===== src/rtl/bin2bcd_seq_if.sv =====
// bin2bcd_seq_if: conversion request/result bundle between a requester and the bin2bcd_seq converter
interface bin2bcd_seq_if #(
  parameter int W = 8,
  parameter int D = 3
);
  logic           start;
  logic [W-1:0]   bin;
  logic           busy;
  logic           done;
  logic [4*D-1:0] bcd;
  logic           ovf;
  logic [7*D-1:0] HEX;
  modport master (output start, bin, input busy, done, bcd, ovf, HEX);
  modport slave  (input start, bin, output busy, done, bcd, ovf, HEX);
endinterface


===== src/rtl/bin2bcd_seq.sv =====
// bin2bcd_seq: sequential double-dabble binary-to-BCD converter with seven-segment decode
module bin2bcd_seq #(
  parameter int W   = 8,
  parameter int D   = 3,
  parameter bit LZB = 1'b1
) (
  input logic Clock,
  input logic Reset,
  bin2bcd_seq_if.slave io
);
  localparam int CW = $clog2(W + 1);
  typedef enum logic [1:0] {IDLE, SHIFT, DONE} state_t;
  state_t         state_q, state_d;
  logic [4*D-1:0] dig_q, dig_d, adj, bcd_q, bcd_d;
  logic [4*D:0]   sh;
  logic [W-1:0]   sr_q, sr_d;
  logic [CW-1:0]  cnt_q, cnt_d;
  logic           of_q, of_d, ovf_q, ovf_d;
  logic [7*D-1:0] hex;

  function automatic logic [6:0] seg(input logic [3:0] d);
    case (d)
      4'd0:    seg = 7'h40;
      4'd1:    seg = 7'h79;
      4'd2:    seg = 7'h24;
      4'd3:    seg = 7'h30;
      4'd4:    seg = 7'h19;
      4'd5:    seg = 7'h12;
      4'd6:    seg = 7'h02;
      4'd7:    seg = 7'h78;
      4'd8:    seg = 7'h00;
      4'd9:    seg = 7'h10;
      default: seg = 7'h7F;
    endcase
  endfunction

  // one double-dabble step: add 3 to digits >= 5, then shift {digits, binary} left; the bit leaving the top digit is overflow
  always_comb begin
    adj = dig_q;
    for (int i = 0; i < D; i++)
      adj[4*i +: 4] = (dig_q[4*i +: 4] >= 4'd5) ? dig_q[4*i +: 4] + 4'd3 : dig_q[4*i +: 4];
    sh = {adj, sr_q[W-1]};
  end

  // state and datapath registers, asynchronously cleared
  always_ff @(posedge Clock or posedge Reset) begin
    if (Reset) begin
      state_q <= IDLE;
      dig_q   <= '0;
      sr_q    <= '0;
      cnt_q   <= '0;
      of_q    <= 1'b0;
      bcd_q   <= '0;
      ovf_q   <= 1'b0;
    end else begin
      state_q <= state_d;
      dig_q   <= dig_d;
      sr_q    <= sr_d;
      cnt_q   <= cnt_d;
      of_q    <= of_d;
      bcd_q   <= bcd_d;
      ovf_q   <= ovf_d;
    end
  end

  // next state: capture on start, W shift steps, one done cycle; results load on the last step
  always_comb begin
    state_d = state_q;
    dig_d   = dig_q;
    sr_d    = sr_q;
    cnt_d   = cnt_q;
    of_d    = of_q;
    bcd_d   = bcd_q;
    ovf_d   = ovf_q;
    case (state_q)
      IDLE: if (io.start) begin
        sr_d    = io.bin;
        dig_d   = '0;
        cnt_d   = '0;
        of_d    = 1'b0;
        state_d = SHIFT;
      end
      SHIFT: begin
        dig_d = sh[4*D-1:0];
        sr_d  = sr_q << 1;
        of_d  = of_q | sh[4*D];
        cnt_d = cnt_q + CW'(1);
        if (cnt_q == CW'(W - 1)) begin
          bcd_d   = sh[4*D-1:0];
          ovf_d   = of_q | sh[4*D];
          state_d = DONE;
        end
      end
      DONE:    state_d = IDLE;
      default: state_d = IDLE;
    endcase
  end

  // display decode from the registered result; z tracks "this and all higher digits are zero"
  always_comb begin
    logic z;
    hex = '1;
    z   = 1'b1;
    for (int i = D - 1; i >= 0; i--) begin
      z = z & (bcd_q[4*i +: 4] == 4'd0);
      hex[7*i +: 7] = (LZB && i > 0 && z) ? 7'h7F : seg(bcd_q[4*i +: 4]);
    end
  end

  assign io.busy = (state_q == SHIFT);
  assign io.done = (state_q == DONE);
  assign io.bcd  = bcd_q;
  assign io.ovf  = ovf_q;
  assign io.HEX  = hex;
endmodule


===== src/flat_wrapper.sv =====
// flat-port wrapper written by rule: the top's interface ports become plain ports
module bin2bcd_seq_flat 
#(
  parameter int W   = 8,
  parameter int D   = 3,
  parameter bit LZB = 1'b1
)
  (Clock, Reset, io_start, io_bin, io_busy, io_done, io_bcd, io_ovf, io_HEX);
  bin2bcd_seq_if #(.W(W), .D(D)) io_i ();
  input logic Clock;
  input logic Reset;
  input wire logic [$bits(io_i.start)-1:0] io_start;
  input wire logic [$bits(io_i.bin)-1:0] io_bin;
  output wire logic [$bits(io_i.busy)-1:0] io_busy;
  output wire logic [$bits(io_i.done)-1:0] io_done;
  output wire logic [$bits(io_i.bcd)-1:0] io_bcd;
  output wire logic [$bits(io_i.ovf)-1:0] io_ovf;
  output wire logic [$bits(io_i.HEX)-1:0] io_HEX;
  assign io_i.start = io_start;
  assign io_i.bin = io_bin;
  assign io_busy = io_i.busy;
  assign io_done = io_i.done;
  assign io_bcd = io_i.bcd;
  assign io_ovf = io_i.ovf;
  assign io_HEX = io_i.HEX;
  bin2bcd_seq #(.W(W), .D(D), .LZB(LZB)) u_core (.Clock(Clock), .Reset(Reset), .io(io_i));
endmodule

===== config.mk =====
export PLATFORM = sky130hd
export DESIGN_NAME = bin2bcd_seq_flat
export DESIGN_NICKNAME = d
export VERILOG_FILES = /design/src/rtl/bin2bcd_seq_if.sv /design/src/rtl/bin2bcd_seq.sv /design/src/flat_wrapper.sv
export SDC_FILE = /design/constraint.sdc
export NUM_CORES = 1
export LEC_CHECK = 0
export ABC_AREA = 0
export BUFFER_PORTS_ARGS = -buffer_cell sky130_fd_sc_hd__buf_2
export CORE_MARGIN = 2
export CORE_UTILIZATION = 53
export CTS_CLUSTER_SIZE = 12
export DETAILED_ROUTE_END_ITERATION = 12
export PLACE_DENSITY = 0.75
export SLEW_MARGIN = 0
export SYNTH_ARGS = -nofsm -noshare
export SYNTH_HDL_FRONTEND = slang
export SYNTH_SLANG_ARGS = --single-unit

===== constraint.sdc =====
create_clock -name Clock -period 2 [get_ports Clock]
set_input_delay 0.1 -clock Clock [delete_from_list [all_inputs] [get_ports Clock]]
set_output_delay 0.1 -clock Clock [all_outputs]
set_load 0.03 [all_outputs]

==> metrics.sh, run 1 <==
POST-SYNTH-TOP-AREA-CELL='sky130_fd_sc_hd__dfrtp_1'
FINALWEIGHTEDCONGESTION=0.8572
FIN_CRIT_PS=1895
TIMING.CRITICAL_PATH.SLOWEST_STAGE_CELL='sky130_fd_sc_hd__dfrtp_1'
YOSYSSEQAREASHARE_PCT=39.43
WORSTPATHARRIVAL_PS=1790
ANTENNA_VIOLATIONS_BEFORE_REPAIR=0
TIMING.HOLD.WORST_PATH_DEPTH=4
TIMING.CRITICAL_PATH.SLOWEST_CELL_DELAY_PS=430
SYNTH_AREA_SQ_UM=2539
YOSYSMOSTFREQUENTCELL='sky130_fd_sc_hd__dfrtp_1'
GRT_SETUP_UNREPAIRED='false'
DP_HPWL_MM=3.418
MAXSLEWVIOLCOUNT=0
FINCLKSKEW_PS=14.83
VIA_COUNT_OF_THE_FIRST_GLOBAL_ROUTING_PASS=1820
POST_SYNTH_INST_COUNT=284
I_O_PIN_COUNT=47
ROUTE.DETAILED.VIAS_PER_INST=5.503
CRIT_FANOUT=5
INITIAL_UTILIZATION_PCT=54.47
DIE-WIDTH_UM=73.21
CLOCK_TREE.HTREE_LEVEL_COUNT=2
CTS_NUM_SINKS=40
STATUS='completed'
START_KIND='register'
WORST_R2R_PATH_DEPTH=5
NFILLCELLS=403
CRITICAL_PATH_REQUIRED_PS=1900
ANT_NETS=0
PORT_BUFFERS=46
DIE_AREA_SQ_UM=5360
MAX-CAP-VIOLATIONS=0
FINALHOLDVIOLATIONS=0
DRCVIOLATIONCOUNT=0
WHS_ENDPOINT='u_core.sr_q[0]'
WORSTHOLDSTART='io_bin[0]'
FINAL_NET_COUNT=362
SYN_AVG_CELL_AREA_SQ_UM=8.939
SYNTH.TOP_CELLS.BY_COUNT='sky130_fd_sc_hd__dfrtp_1 (40), sky130_fd_sc_hd__a21oi_1 (29), sky130_fd_sc_hd__nor2_1 (29)'
DRT_PASS1_ITERATIONS=4
SYNTHFLOPTYPE='sky130_fd_sc_hd__dfrtp_1'
CORE_REGION_AREA_SQ_UM=4661
DIE-HEIGHT_UM=73.21
YS.WARNINGS.COUNT=0
MAPPEDNETLISTNETS=317
CRIT_SHARE_POST_ROUTE_PCT=94.75
WORSTSETUPENDPOINTTYPE='output port'
LAYOUT_SETUP_WS_PS=105.0
SETUP.WORST_PATH.CLASS='register to output port'
GRT_MAX_DEGREE=41
FINALSETUPVIOLATIONS=0
CTS_SETUP_BUFFERS=0
NUMBER_OF_SYNTHESIZED_FLOPS_WITH_AN_ENABLE_PIN=0
CRITICAL_PATH.REG2REG.ENDPOINT='u_core.io.bcd[6]'
DRT-WIRELENGTH-PER-CELL_UM=12.67
ANTENNA_CELLS_INSERTED=0
CTSROOTBUFFERMASTER='sky130_fd_sc_hd__clkbuf_8'
WORST_R2R_STARTPOINT='u_core.dig_q[4]'
CP_CELL_SEQUENCE='inv_2, ha_1, and2_1, a211oi_1, nor2_1, buf_2'
WORST_PIN_SLEW_PS=478.4
FLOORPLAN.ROWS=25
CLK-INSERTION-DELAY-LATE_PS=300
SYNTH.FF_LATCH_COUNT=40
DRT-INITIAL-DRC-COUNT=77
POST_SYNTH_NUM_CELL_TYPES=36
CLOCKBUFFERDEPTH=2
NUM_VIAS=2113
GRT_FIRST_PASS_WIRELENGTH_MM=8.293
PATH_BUF_INV=2
FRACTION_OF_FINAL_LAYOUT_CELLS_WITH_DRIVE_STRENGTH_GREATER_THAN_1_PCT=23.94
MULTI_INPUT_GATE_AREA_IN_THE_FINAL_LAYOUT_SQ_UM=1420
POST_SYNTH_MAIN_AREA_CONTRIBUTORS='sky130_fd_sc_hd__dfrtp_1 (39%), sky130_fd_sc_hd__ha_1 (11%), sky130_fd_sc_hd__a21oi_1 (5.7%)'
FINAL-SEQ-AREA_SQ_UM=1002
PATH_DELAY_FAMILY='flip-flops'
SLEW_HEADROOM_PCT=68.11
TRITONCTS_CLOCK_TREE='done'
PRE_CTS_WS_PS=195.0
R2R_SLACK_PS=410
FLOW.AREA_GROWTH_FROM_SYNTHESIS_PCT=16.26
POST-SYNTH-TOP-AREA-FRACTION_PCT=39.43
GRT_REMAINING_OVERFLOW=0
MIN_PATH_TYPE='primary input to register'
CTS_MADE_BUFFERS=5
SYNTHARSTFLOPSHARE_PCT=100.0
TIMING.SETUP.TNS_PS=0
WL_MM=4.866
GRT.TOTAL_USAGE_PCT=19.74
CTS.REPORTEDPATHS.CLKPINSLEW_PS=80
FMAX_MHz=527.7
[placed cells by master, fill, tap and decap left out, drive strengths merged, types with 6 or more instances in the layout]
cell type / netlist / final
a31oi: 6 / 6
a21oi: 29 / 29
dfrtp: 40 / 40
mux2: 7 / 7
clkbuf: 7 / 6
inv: 22 / 22
a22o: 13 / 13
nand2b: 10 / 10
nor2: 29 / 29
ha: 22 / 22
nand2: 23 / 23
o21ai: 28 / 28
buf: 7 / 51
nor3b: 10 / 10
[tightest hold or removal path, stage by stage]
cell                        delay, ps
sky130_fd_sc_hd__buf_2            100
sky130_fd_sc_hd__inv_1             40
sky130_fd_sc_hd__a2bb2oi_1        130
sky130_fd_sc_hd__o21ai_0           80
[state kept, by name, summed over array words and instances (netlist names)]
register        cells
u_core.state_q      2
u_core.io.ovf       1
u_core.sr_q         8
u_core.cnt_q        4
u_core.of_q         1
u_core.dig_q       12
u_core.io.bcd      12
[through the flow]
stage,util (%),hold slack [ps],std cells,area (sq um)
5_1_grt,63.33,241.0,384,2952
2_1_floorplan,-,316.8,284,2539
6_report,63.33,192.3,384,2952
3_5_place_dp,60.27,248.4,375,2809
3_3_place_gp,60.27,248.7,375,2809
4_1_cts,62.68,189.1,384,2922
[timing repair]
| action | in CTS | in global routing |
|---|---|---|
| resized for setup | 3 | 9 |
| pin swaps | 1 | 0 |
| hold endpoints to repair | 40 | 0 |
| endpoints found under the setup margin | 7 | 9 |
| hold buffers | 1 | 0 |
[final cells by class]
| class | instances | area share [%] |
|---|---|---|
| clock buffers | 6 | 2.459 |
| clock inverters | 2 | 0.5511 |
| inverters | 22 | 2.883 |
| multi-input cells | 208 | 48.11 |
| flip-flops and latches | 40 | 33.96 |
| well taps | 54 | 2.289 |
| repair buffers | 52 | 9.750 |
[layer usage]
metal  vias up  track usage [%]  routed length (um)
li1       1078                -                   -
met1       979            27.18                2431
met2        49            31.23                2200
met3         7            3.729                 167
met4         0            6.790                  66
met5         -                0                   0
[worst max path at each step]
stage / startpoint / to / slack [ps] / cells past startpoint
2_1_floorplan: u_core.io.bcd[4] / io_HEX[10] / 80 / 5
3_3_place_gp: u_core.io.bcd[9] / io_HEX[10] / 320 / 6
6_report: u_core.io.bcd[8] / io_HEX[15] / 110 / 6
3_5_place_dp: u_core.io.bcd[9] / io_HEX[9] / 200 / 6
4_1_cts: u_core.io.bcd[9] / io_HEX[8] / 20 / 6
5_1_grt: u_core.io.bcd[8] / io_HEX[15] / 30 / 6
[cells by family after synthesis]
family | count (synthesis) | synth area share, %
adder cells (fa/ha/maj) | 22 | 10.84
AND/OR/NAND/NOR | 87 | 17.50
multiplexers | 10 | 5.027
AO/OA/AOI/OAI | 86 | 20.26
flip-flops | 40 | 39.43
buffers and inverters | 36 | 5.915
XOR/XNOR | 3 | 1.035
Power of run 1 is not shown: default switching activity piles up to over one toggle a cycle in this logic, so the estimate is an artifact.
==> run 2: changes to the inputs <==
Settings changed: SETUP_SLACK_MARGIN from default to 0.2.
==> metrics.sh, run 2 (same netlist as run 1, synthesis figures left out) <==
STATUS='completed'  # unchanged
WORST_PIN_SLEW_PS=497.0  # was 478.4 ps
GRT_FIRST_PASS_WIRELENGTH_MM=8.452  # was 8.293 mm
CTS.REPORTEDPATHS.CLKPINSLEW_PS=80  # about the same
VIA_COUNT_OF_THE_FIRST_GLOBAL_ROUTING_PASS=1853  # was 1820
CRIT_FANOUT=7  # was 5
CLOCK_TREE.HTREE_LEVEL_COUNT=2  # unchanged
I_O_PIN_COUNT=47  # unchanged
ANT_NETS=0  # unchanged
MAXSLEWVIOLCOUNT=0  # unchanged
GRT_SETUP_UNREPAIRED='true'  # was false
FINALWEIGHTEDCONGESTION=0.8598  # was 0.8572
DIE-HEIGHT_UM=73.21  # unchanged
FRACTION_OF_FINAL_LAYOUT_CELLS_WITH_DRIVE_STRENGTH_GREATER_THAN_1_PCT=29.08  # was 23.94%
MOST_COMMON_CELL_AFTER_LAYOUT_FILL_AND_TAPS_ASIDE='sky130_fd_sc_hd__buf_2'  # unchanged
TIMING.SETUP.TNS_PS=0  # unchanged
PLACEMENT.CELL_AREA_SQ_UM=2815  # was 2809 sq um
TRITONCTS_CLOCK_TREE='done'  # unchanged
MULTI_INPUT_GATE_AREA_IN_THE_FINAL_LAYOUT_SQ_UM=1450  # was 1420 sq um
FINALSETUPVIOLATIONS=0  # unchanged
CLK-INSERTION-DELAY-LATE_PS=300  # about the same
PORT_BUFFERS=46  # unchanged
FIN_CRIT_PS=1751  # was 1895 ps
FLOORPLAN.ROWS=25  # unchanged
FINAL-SEQ-AREA_SQ_UM=1007  # was 1002 sq um
CRIT_SHARE_POST_ROUTE_PCT=87.55  # was 94.75%
FINCLKSKEW_PS=2.391  # was 14.83 ps
WL_MM=5.223  # was 4.866 mm
CTS_NUM_SINKS=40  # unchanged
CLOCKBUFFERDEPTH=2  # unchanged
ANTENNA_CELLS_INSERTED=0  # unchanged
SLEW_HEADROOM_PCT=66.87  # was 68.11%
DRCVIOLATIONCOUNT=0  # unchanged
MOST-COMMON-LAYOUT-CELLS='sky130_fd_sc_hd__buf_2 (38), sky130_fd_sc_hd__dfrtp_1 (35), sky130_fd_sc_hd__nor2_1 (29), sky130_fd_sc_hd__a21oi_1 (27)'  # was sky130_fd_sc_hd__buf_2 (42), sky130_fd_sc_hd__dfrtp_1 (39), sky130_fd_sc_hd__nor2_1 (29), sky130_fd_sc_hd__a21oi_1 (29), sky130_fd_sc_hd__o21ai_0 (28)
NFILLCELLS=380  # was 403
FINALINSTANCEAREA_SQ_UM=3093  # was 2952 sq um
FMAX_MHz=571.1  # was 527.7 MHz
MIN_PATH_TYPE='primary input to register'  # unchanged
CORE_REGION_AREA_SQ_UM=4661  # unchanged
NUM_VIAS=2135  # was 2113
CTS_MADE_BUFFERS=5  # unchanged
R2R_SLACK_PS=390  # was 410 ps
DRT-INITIAL-DRC-COUNT=73  # was 77
START_KIND='register'  # unchanged
FLOW.AREA_GROWTH_FROM_SYNTHESIS_PCT=21.83  # was 16.26%
CRITICAL_PATH_REQUIRED_PS=1900  # about the same
WORSTSETUPENDPOINTTYPE='output port'  # unchanged
ANTENNA_VIOLATIONS_BEFORE_REPAIR=0  # unchanged
POST_LAYOUT_NONFILLER_INSTANCES=391  # was 384
GRT.TOTAL_USAGE_PCT=20.11  # was 19.74%
SETUP.WORST_PATH.CLASS='register to output port'  # unchanged
GRT_REMAINING_OVERFLOW=0  # unchanged
INITIAL_UTILIZATION_PCT=54.47  # unchanged
DP_HPWL_MM=3.548  # was 3.418 mm
HOLD-WORST-SLACK_PS=181.0  # was 192.3 ps
DRT-WIRELENGTH-PER-CELL_UM=13.36  # was 12.67 um
MAX-CAP-VIOLATIONS=0  # unchanged
WORSTPATHARRIVAL_PS=1650  # was 1790 ps
DIE_AREA_SQ_UM=5360  # unchanged
GRT_MAX_DEGREE=41  # unchanged
DIE-WIDTH_UM=73.21  # unchanged
TOTAL_INSTANCE_COUNT_AFTER_DETAILED_PLACEMENT=375  # unchanged
ROUTE.DETAILED.VIAS_PER_INST=5.460  # was 5.503
DRT_PASS1_ITERATIONS=4  # unchanged
FINAL_NET_COUNT=369  # was 362
FINALHOLDVIOLATIONS=0  # unchanged
CTSROOTBUFFERMASTER='sky130_fd_sc_hd__clkbuf_8'  # unchanged
[run 2: metrics by stage]
step                      util, %  setup slack (ps)
after floorplan                 -             143.4
after global placement      60.40             324.9
after detailed placement    60.40             234.7
after CTS                   65.07             240.3
after global routing        66.36             169.8
final                       66.36             249.0
[run 2: area by class of cell]
type / count / share of cell area [%]
clock inverters: 1 / 0.9709
multi-input cells: 208 / 46.89
flip-flops and latches: 40 / 32.56
well taps: 54 / 2.184
repair buffers: 59 / 11.45
inverters: 22 / 2.832
clock buffers: 7 / 3.115
[run 2: final timing paths]
path                       depth (start not counted)        startpoint          endpoint
min reg2reg                                        2    u_core.sr_q[4]    u_core.sr_q[4]
min in group asynchronous                          4             Reset    u_core.sr_q[1]
min                                                4          io_start       u_core.of_q
max                                                6  u_core.io.bcd[9]        io_HEX[13]
max in group asynchronous                          4             Reset  u_core.io.bcd[9]
max reg2reg                                        5   u_core.dig_q[4]  u_core.io.bcd[5]
[run 2: worst max-delay path: stages (launching register included)]
cell and delay (ps):
sky130_fd_sc_hd__dfrtp_2 430, sky130_fd_sc_hd__inv_4 80, sky130_fd_sc_hd__ha_4 170, sky130_fd_sc_hd__nor4b_4 210, sky130_fd_sc_hd__nand3_2 170, sky130_fd_sc_hd__o21ai_0 110
sky130_fd_sc_hd__buf_4 180
[run 2: repair_timing]
item	in CTS	in global routing
gates resized for setup	16	18
endpoints found under the hold margin	40	0
endpoints found under the setup margin	14	13
hold buffers	1	0
buffers inserted	4	3
pin swaps	1	4
[run 2: per-layer routing]
| metal | track usage (%) | routed length, um | up-vias |
|---|---|---|---|
| met5 | 0 | 0 | - |
| met2 | 32.83 | 2474 | 44 |
| met1 | 26.45 | 2472 | 990 |
| li1 | - | - | 1093 |
| met3 | 4.144 | 192 | 8 |
| met4 | 7.202 | 83 | 0 |
Power of run 2 is left out for the same reason.
